--- src/rtl/jump_control.sv ---
`default_nettype none
// ============================================================================
// Module   : jump_control
// Purpose  : JR/JAL/J decode, return-address stack and a registered PC
//            redirect over valid/ready, followed by a configurable flush.
// Revision : 1.0 - initial release
// ============================================================================
module jump_control #(
  parameter int ADDR_WIDTH   = 32,
  parameter int OPCODE_WIDTH = 2,
  parameter int FUNC_WIDTH   = 4,
  parameter logic [OPCODE_WIDTH+FUNC_WIDTH-1:0] JR_CODE = 6'b001000,
  parameter int RAS_DEPTH    = 4,
  parameter int FLUSH_CYCLES = 1
) (
  input  logic                            clock,
  input  logic                            reset,
  input  logic                            instr_valid,
  input  logic [OPCODE_WIDTH-1:0]         ula_opcode,
  input  logic [FUNC_WIDTH-1:0]           func,
  input  logic                            is_jal,
  input  logic                            is_j,
  input  logic [ADDR_WIDTH-1:0]           pc_plus4,
  input  logic [ADDR_WIDTH-1:0]           jump_target,
  input  logic [ADDR_WIDTH-1:0]           rs_value,
  output logic                            JR_control,
  output logic                            stall,
  output logic                            redirect_valid,
  input  logic                            redirect_ready,
  output logic [ADDR_WIDTH-1:0]           redirect_pc,
  output logic                            flush,
  output logic [$clog2(RAS_DEPTH+1)-1:0]  ras_count,
  output logic                            ras_hit,
  output logic                            ras_mispredict,
  output logic                            ras_overflow,
  output logic                            ras_underflow
);

  localparam int PTR_W  = (RAS_DEPTH > 1) ? $clog2(RAS_DEPTH) : 1;
  localparam int CNT_W  = (FLUSH_CYCLES > 0) ? $clog2(FLUSH_CYCLES + 1) : 1;
  localparam int RCNT_W = $clog2(RAS_DEPTH + 1);

  typedef enum logic [1:0] {
    IDLE     = 2'd0,
    REDIRECT = 2'd1,
    FLUSH    = 2'd2
  } state_t;

  state_t                  state_q, state_d;
  logic [ADDR_WIDTH-1:0]   pc_q, pc_d;
  logic [CNT_W-1:0]        cnt_q, cnt_d;
  logic [ADDR_WIDTH-1:0]   ras_q [RAS_DEPTH];
  logic [ADDR_WIDTH-1:0]   ras_d [RAS_DEPTH];
  logic [PTR_W-1:0]        top_q, top_d;
  logic [RCNT_W-1:0]       count_q, count_d;
  logic                    hit_q, hit_d;
  logic                    mis_q, mis_d;
  logic                    ovf_q, ovf_d;
  logic                    unf_q, unf_d;

  logic                    code_is_jr;
  logic                    accept;
  logic                    take_jr;
  logic                    take_jal;
  logic [PTR_W-1:0]        top_inc;
  logic [PTR_W-1:0]        top_dec;
  logic                    ras_full;
  logic                    ras_empty;

  // Decode and acceptance; JR wins over JAL, which wins over J
  assign code_is_jr = ({ula_opcode, func} == JR_CODE);
  assign JR_control = instr_valid && code_is_jr;
  assign accept     = (state_q == IDLE) && instr_valid && (code_is_jr || is_jal || is_j);
  assign take_jr    = accept && code_is_jr;
  assign take_jal   = accept && !code_is_jr && is_jal;

  // Circular top pointer wraps modulo RAS_DEPTH in both directions
  assign top_inc   = (top_q == PTR_W'(RAS_DEPTH - 1)) ? '0 : top_q + PTR_W'(1);
  assign top_dec   = (top_q == '0) ? PTR_W'(RAS_DEPTH - 1) : top_q - PTR_W'(1);
  assign ras_full  = (count_q == RCNT_W'(RAS_DEPTH));
  assign ras_empty = (count_q == '0);

  // Next-state logic for the redirect/flush sequencer and latched target
  always_comb begin
    state_d = state_q;
    cnt_d   = cnt_q;
    pc_d    = pc_q;
    case (state_q)
      IDLE: begin
        if (accept) begin
          state_d = REDIRECT;
          pc_d    = code_is_jr ? rs_value : jump_target;
        end
      end
      REDIRECT: begin
        if (redirect_ready) begin
          if (FLUSH_CYCLES > 0) begin
            state_d = FLUSH;
            cnt_d   = CNT_W'(FLUSH_CYCLES);
          end else begin
            state_d = IDLE;
          end
        end
      end
      FLUSH: begin
        if (cnt_q <= CNT_W'(1)) begin
          state_d = IDLE;
          cnt_d   = '0;
        end else begin
          cnt_d = cnt_q - CNT_W'(1);
        end
      end
      default: state_d = IDLE;
    endcase
  end

  // Return-address stack update and status pulses for the accepted jump
  always_comb begin
    ras_d   = ras_q;
    top_d   = top_q;
    count_d = count_q;
    hit_d   = 1'b0;
    mis_d   = 1'b0;
    ovf_d   = 1'b0;
    unf_d   = 1'b0;
    if (take_jal) begin
      // When full, the slot after the top holds the oldest entry
      ras_d[top_inc] = pc_plus4;
      top_d          = top_inc;
      if (ras_full) begin
        ovf_d = 1'b1;
      end else begin
        count_d = count_q + RCNT_W'(1);
      end
    end else if (take_jr) begin
      if (ras_empty) begin
        unf_d = 1'b1;
      end else begin
        hit_d   = (rs_value == ras_q[top_q]);
        mis_d   = (rs_value != ras_q[top_q]);
        top_d   = top_dec;
        count_d = count_q - RCNT_W'(1);
      end
    end
  end

  // State and RAS registers with asynchronous clear
  always_ff @(posedge clock or posedge reset) begin
    if (reset) begin
      state_q <= IDLE;
      pc_q    <= '0;
      cnt_q   <= '0;
      top_q   <= '0;
      count_q <= '0;
      hit_q   <= 1'b0;
      mis_q   <= 1'b0;
      ovf_q   <= 1'b0;
      unf_q   <= 1'b0;
      for (int i = 0; i < RAS_DEPTH; i++) begin
        ras_q[i] <= '0;
      end
    end else begin
      state_q <= state_d;
      pc_q    <= pc_d;
      cnt_q   <= cnt_d;
      top_q   <= top_d;
      count_q <= count_d;
      hit_q   <= hit_d;
      mis_q   <= mis_d;
      ovf_q   <= ovf_d;
      unf_q   <= unf_d;
      for (int i = 0; i < RAS_DEPTH; i++) begin
        ras_q[i] <= ras_d[i];
      end
    end
  end

  assign stall          = (state_q != IDLE);
  assign redirect_valid = (state_q == REDIRECT);
  assign flush          = (state_q == FLUSH);
  assign redirect_pc    = pc_q;
  assign ras_count      = count_q;
  assign ras_hit        = hit_q;
  assign ras_mispredict = mis_q;
  assign ras_overflow   = ovf_q;
  assign ras_underflow  = unf_q;

endmodule
`default_nettype wire

--- config.mk ---
export PLATFORM = sky130hd
export DESIGN_NAME = jump_control
export DESIGN_NICKNAME = d
export VERILOG_FILES = /design/src/rtl/jump_control.sv
export SDC_FILE = /design/constraint.sdc
export NUM_CORES = 1
export LEC_CHECK = 0
export ABC_CLOCK_PERIOD_IN_PS = 15500
export CORE_ASPECT_RATIO = 1.2
export CORE_MARGIN = 1.5
export CORE_UTILIZATION = 47
export DETAILED_ROUTE_END_ITERATION = 7
export HOLD_SLACK_MARGIN = 0.05
export PLACE_DENSITY = 0.73
export SYNTH_ARGS = -nofsm -noshare
export SYNTH_HDL_FRONTEND = slang
export SYNTH_SLANG_ARGS = --single-unit
--- constraint.sdc ---
create_clock -name clock -period 15.5 [get_ports clock]
set_input_delay 3.1 -clock clock [delete_from_list [all_inputs] [get_ports clock]]
set_output_delay 3.1 -clock clock [all_outputs]
set_load 0.02 [all_outputs]
; ---- Yosys cells after proc, flatten, opt, wreduce, memory -nomap -nowiden
; Cells that the tools add are included.
; Widths: inputs -> output; s select.
[word_totals]
inputBits = 108
out_inout_bits = 43
word_cells = 91
reg_bits = 172
[op_classes]
reduce_logical = 21
addsub = 5
muxes = 34
order_cmp = 4
bitwise_logic = 2
eq_ne = 12
[ops]
columns = operator, n
row1 = $bwmux 128, 1
row2 = $mux 32, 4
row3 = $bmux 32 s2, 1
row4 = $demux 32 s2, 1
row5 = $eq 32x32->1, 1
row6 = $ne 32x32->1, 1
row7 = $mux 2, 8
row8 = $mux 1, 13
row9 = $mux 3, 4
row10 = $logic_and 1x1->1, 7
row11 = $eq 6x4->1 const B, 1
row12 = $ge 3x3->1 const B, 2
row13 = $ne 2x2->1 const B, 3
row14 = $not 2->3, 2
row15 = $pmux 2 s3, 1
row16 = $reduce_and 2->1, 3
row17 = $reduce_and 3->1, 2
row18 = $reduce_bool 2->1, 3
row19 = $eq 2x2->1 const B, 2
row20 = $logic_not 2->1, 2
row21 = $ne 2x1->1 const B, 2
row22 = $add 3x1->3 const B, 1
row23 = $eq 3x3->1 const B, 1
row24 = $logic_not 3->1, 1
row25 = other kinds (10), 11

; ---- Depth between registers and ports, before layout
[logic_depth]
depth_word = 8
mapped_depth = 7
ltp_nobuf = 6

; ---- Least setup slack after synthesis
; Ideal clock, no wire load.
[synth_timing]
kind = input-to-output
from = input port func[1]
to = output port JR_control
path_buffers = 0
path_stages = 2
arrival_ns = 3.771
t_required_ns = 12.400
slack_ns = 8.629
cell_sequence = nor4b_2 -> and3_1
[synth_via]
elab_chain_len = 2
[synth_lines]
columns = item, line_no
row1 = "start, declared", 20  ; input logic [FUNC_WIDTH-1:0] func,
row2 = $eq 6x4->1, 71  ; assign code_is_jr = ({ula_opcode, func} == JR_CODE);
row3 = $logic_and 1x1->1, 72  ; assign JR_control = instr_valid && code_is_jr;
row4 = "end, declared", 26  ; output logic JR_control,
; No other way between the ends.

; ---- Final worst setup path
; Ends and elaborated chain as after synthesis.

==> results_dict.tcl <==
set metrics [dict create \
    status "finished clean" \
    post_cts_resize_count 0 \
    setup_slack_ns 7.65 \
    leakagePower_nw 4.50 \
    dieArea_um2 17600 \
    grt_max_degree 90 \
    cts_root_buf "clkbuf_16" \
    min-delay-start "ras_q[104]$_DFFE_PP0P_" \
    ios 151 \
    cp-start-kind "input port" \
    rows 51 \
    seqPwrFrac_pct 38.6 \
    dr.first_iter.drc_count 306 \
    swShare_pct 30.8 \
    finClkSkew_ns 0.0127 \
    critPathMaxStageDelay_ns 0.60 \
    synth_nets 641 \
    drive_gt1_share_pct 29.4 \
    rsz0062_at_grt "false" \
    yosysSeqAreaShare_pct 54.2 \
    p_sw_mw 0.606 \
    area_growth_pct 29.1 \
    min_period_over_period_pct 50.6 \
    fin_nets 789 \
    criticalPathCategory "in -> out" \
    ir_drop_mv 0.0995 \
    slew_headroom_pct 31.8 \
    finalHoldViolations 0 \
    finalWirelength_mm 18.8 \
    internal_power_mw 1.36 \
    htree_num_levels 4 \
    wl_met2_mm 9.92 \
    via_count 5088 \
    worst-r2r-cell-count 6 \
    insertedDiodeCount 0 \
    path_cells "clkdlybuf4s50_1 > nor4b_2 > and3_1 > clkdlybuf4s50_1" \
    worstHoldPathCells 1 \
    dr.pass1.iters 4 \
    hp-class "reg -> reg" \
    register_area_um2 4280 \
    die_w_um 121 \
    rrSetupSlack_ns 12.56 \
    cp-end-kind "output pin" \
    postSynthAreaPerCell_um2 15.0 \
    hold_end "ras_q[104]$_DFFE_PP0P_" \
    ys_ff_latch 171 \
    initial_utilization_pct 48.3 \
    post-place-ws_ns 7.64 \
    synthCells 526 \
    path_clk_slew_ns 0.07 \
    cp.required_ns 12.40 \
    numCtsBuffers 17 \
    crit_top_cell "clkdlybuf4s50_1" \
    yosys_warnings 0 \
    met1_length_mm 7.56 \
    antenna_found_initial 0 \
    reg2reg_from "top_q[0]$_DFFE_PP0P_" \
    yosys.cell_types.count 43 \
    slew_viol_final 0 \
    drc_errors 0 \
    max_cap_viol_count 0 \
    fp.coreArea_um2 16300 \
    syn_area_um2 7890 \
    power_density_nw_per_um2 193 \
    r2r_end "ras_q[25]$_DFFE_PP0P_" \
    routedWlPerCell_um 21.0 \
    cts_buffer_depth 2 \
    grt_usage_pct 22.4 \
    overflow 0 \
    setup_violations 0 \
    cp_max_fo 4 \
    ant_nets 0 \
    cts_tree "yes" \
    grt_pass1_vias 5471 \
    post_cts_buffers 0 \
    met3RoutedLength_um 851 \
    grt_pass1_wl_mm 29.9 \
    dp_hpwl_mm 13.1 \
    fillers 1285 \
    fmax_ghz 0.127 \
    worst_pin_slew_ns 1.02 \
    multiInputGateArea_um2 3440 \
    arrival_ns 4.75 \
    place_congestion 0.759 \
    holdBufCountCts 0 \
    drt-vias-per-instance 5.67 \
    clockPowerShare_pct 21.9 \
    highest_layer "met4" \
    die_y_um 145 \
    clk_latency_ns 0.43 \
    port-buffer-count 150 \
    cts.sinks 171 \
    period_needed_ns 7.85 \
    fin_tns_setup_ns 0 \
    p_comb_share_pct 39.5 \
    cp_slowest_cell "clkdlybuf4s50_1" \
]
## kinds of logic (layout without fill, tap and decap cells)
family	Yosys count	count (layout)	synth area share [%]
adder cells (fa/ha/maj)	7	7	1.20
buffers and inverters	37	197	2.36
XOR/XNOR	33	33	3.66
AO/OA/AOI/OAI	79	79	7.94
AND/OR/NAND/NOR	37	37	2.87
multiplexers	162	162	27.8
flip-flops	171	171	54.2
## worst max-delay path: cells and delay by family
kind	cells	cell delay, ns
buffers and inverters	2	1.01
and+or+nand+nor	2	0.64
## registers in the layout, indices dropped and copies added (netlist names)
register        flops
redirect_pc        32
state_q             2
ras_underflow       1
ras_q             128
ras_hit             1
ras_mispredict      1
top_q               2
ras_count           3
ras_overflow        1
## cells in the mapped netlist, drive strengths merged
master,instances,share of area (%)
o211ai,1,0.095
dfrtp,171,54
or2,2,0.16
a22o,32,3.6
nor2b,1,0.079
o22a,1,0.11
o221a,1,0.14
ha,6,0.95
inv,6,0.29
nor2,7,0.33
and3,3,0.24
nand3,1,0.063
mux2,129,18
a21oi,2,0.17
nor3,1,0.063
o31ai,2,0.25
nor4b,1,0.19
nor4,1,0.16
nor3b,1,0.095
and2,2,0.16
o21ai,6,0.38
mux4,32,9.2
mux2i,1,0.13
and3b,1,0.11
xnor2,33,3.7
and4b,1,0.13
nand4,8,0.63
a21o,32,3.0
nand2b,1,0.079
fa,1,0.25
a221oi,1,0.11
a31oi,1,0.079
nand2,5,0.24
clkbuf,12,0.57
buf,19,1.5
nand4bb,1,0.14
## how the worst max path moves through the flow
stage                       start                       end  slack (ns)  cells past startpoint
final                     func[1]                JR_control        7.65                      4
after global routing      func[1]                JR_control        7.59                      4
after CTS                 func[1]                JR_control        7.63                      4
after detailed placement  func[1]                JR_control        7.64                      4
after global placement    func[1]                JR_control        7.69                      4
after floorplan             reset  ras_count[0]$_DFFE_PP0P_        7.77                      1
## routing by layer
metal | global-route usage, % | up-vias
li1 | - | 2259
met1 | 28.5 | 2645
met2 | 37.9 | 155
met3 | 3.58 | 29
met4 | 9.41 | 0
met5 | 0 | -
## through the flow
stage / area [µm²] / total power [mW] / utilization, % / cells / hold slack [ns]
4_1_cts: 10200 / 1.99 / 62.4 / 898 / 0.501
3_5_place_dp: 9590 / 1.55 / 58.7 / 867 / 0.487
5_1_grt: 10200 / 2.07 / 62.4 / 898 / 0.506
3_3_place_gp: 9590 / 1.50 / 58.7 / 867 / 0.469
6_report: 10200 / 1.97 / 62.4 / 898 / 0.500
2_1_floorplan: 7890 / 1.30 / - / 526 / 0.459
## power groups by stage
stage               logic (mW)  clock network, mW  registers (mW)
floorplan                0.533                  0           0.768
global placement         0.764                  0           0.740
detailed placement       0.785                  0           0.764
CTS                      0.789              0.440           0.757
global route             0.832              0.456           0.781
finish                   0.777              0.430           0.758
## cell usage in the layout (no fill, tap or decap), types with 2 or more instances in the layout
cell type and n:
mux2_2 121, clkdlybuf4s50_1 150, a21o_1 32, inv_1 5, and2_1 2, ha_1 6, nand4_1 8, nor2_1 6
clkinv_2 5, dfrtp_1 170, mux4_1 2, clkbuf_16 17, nand2_1 5, mux4_2 30, and3_1 3, or2_2 2
xnor2_1 33, clkbuf_8 2, inv_6 2, mux2_1 8, buf_4 10, o21ai_0 6, clkinvlp_4 3, a22o_1 32
bufinv_16 3
## layout make-up
cell class,count,area share (%)
repair buffers,160,15.5
flip-flops and latches,171,42.0
clock buffers,19,4.45
inverters,6,0.270
clock inverters,12,1.44
multi-input cells,318,33.8
well taps,212,2.60
No activity file was read; power rests on OpenSTA's default activity.
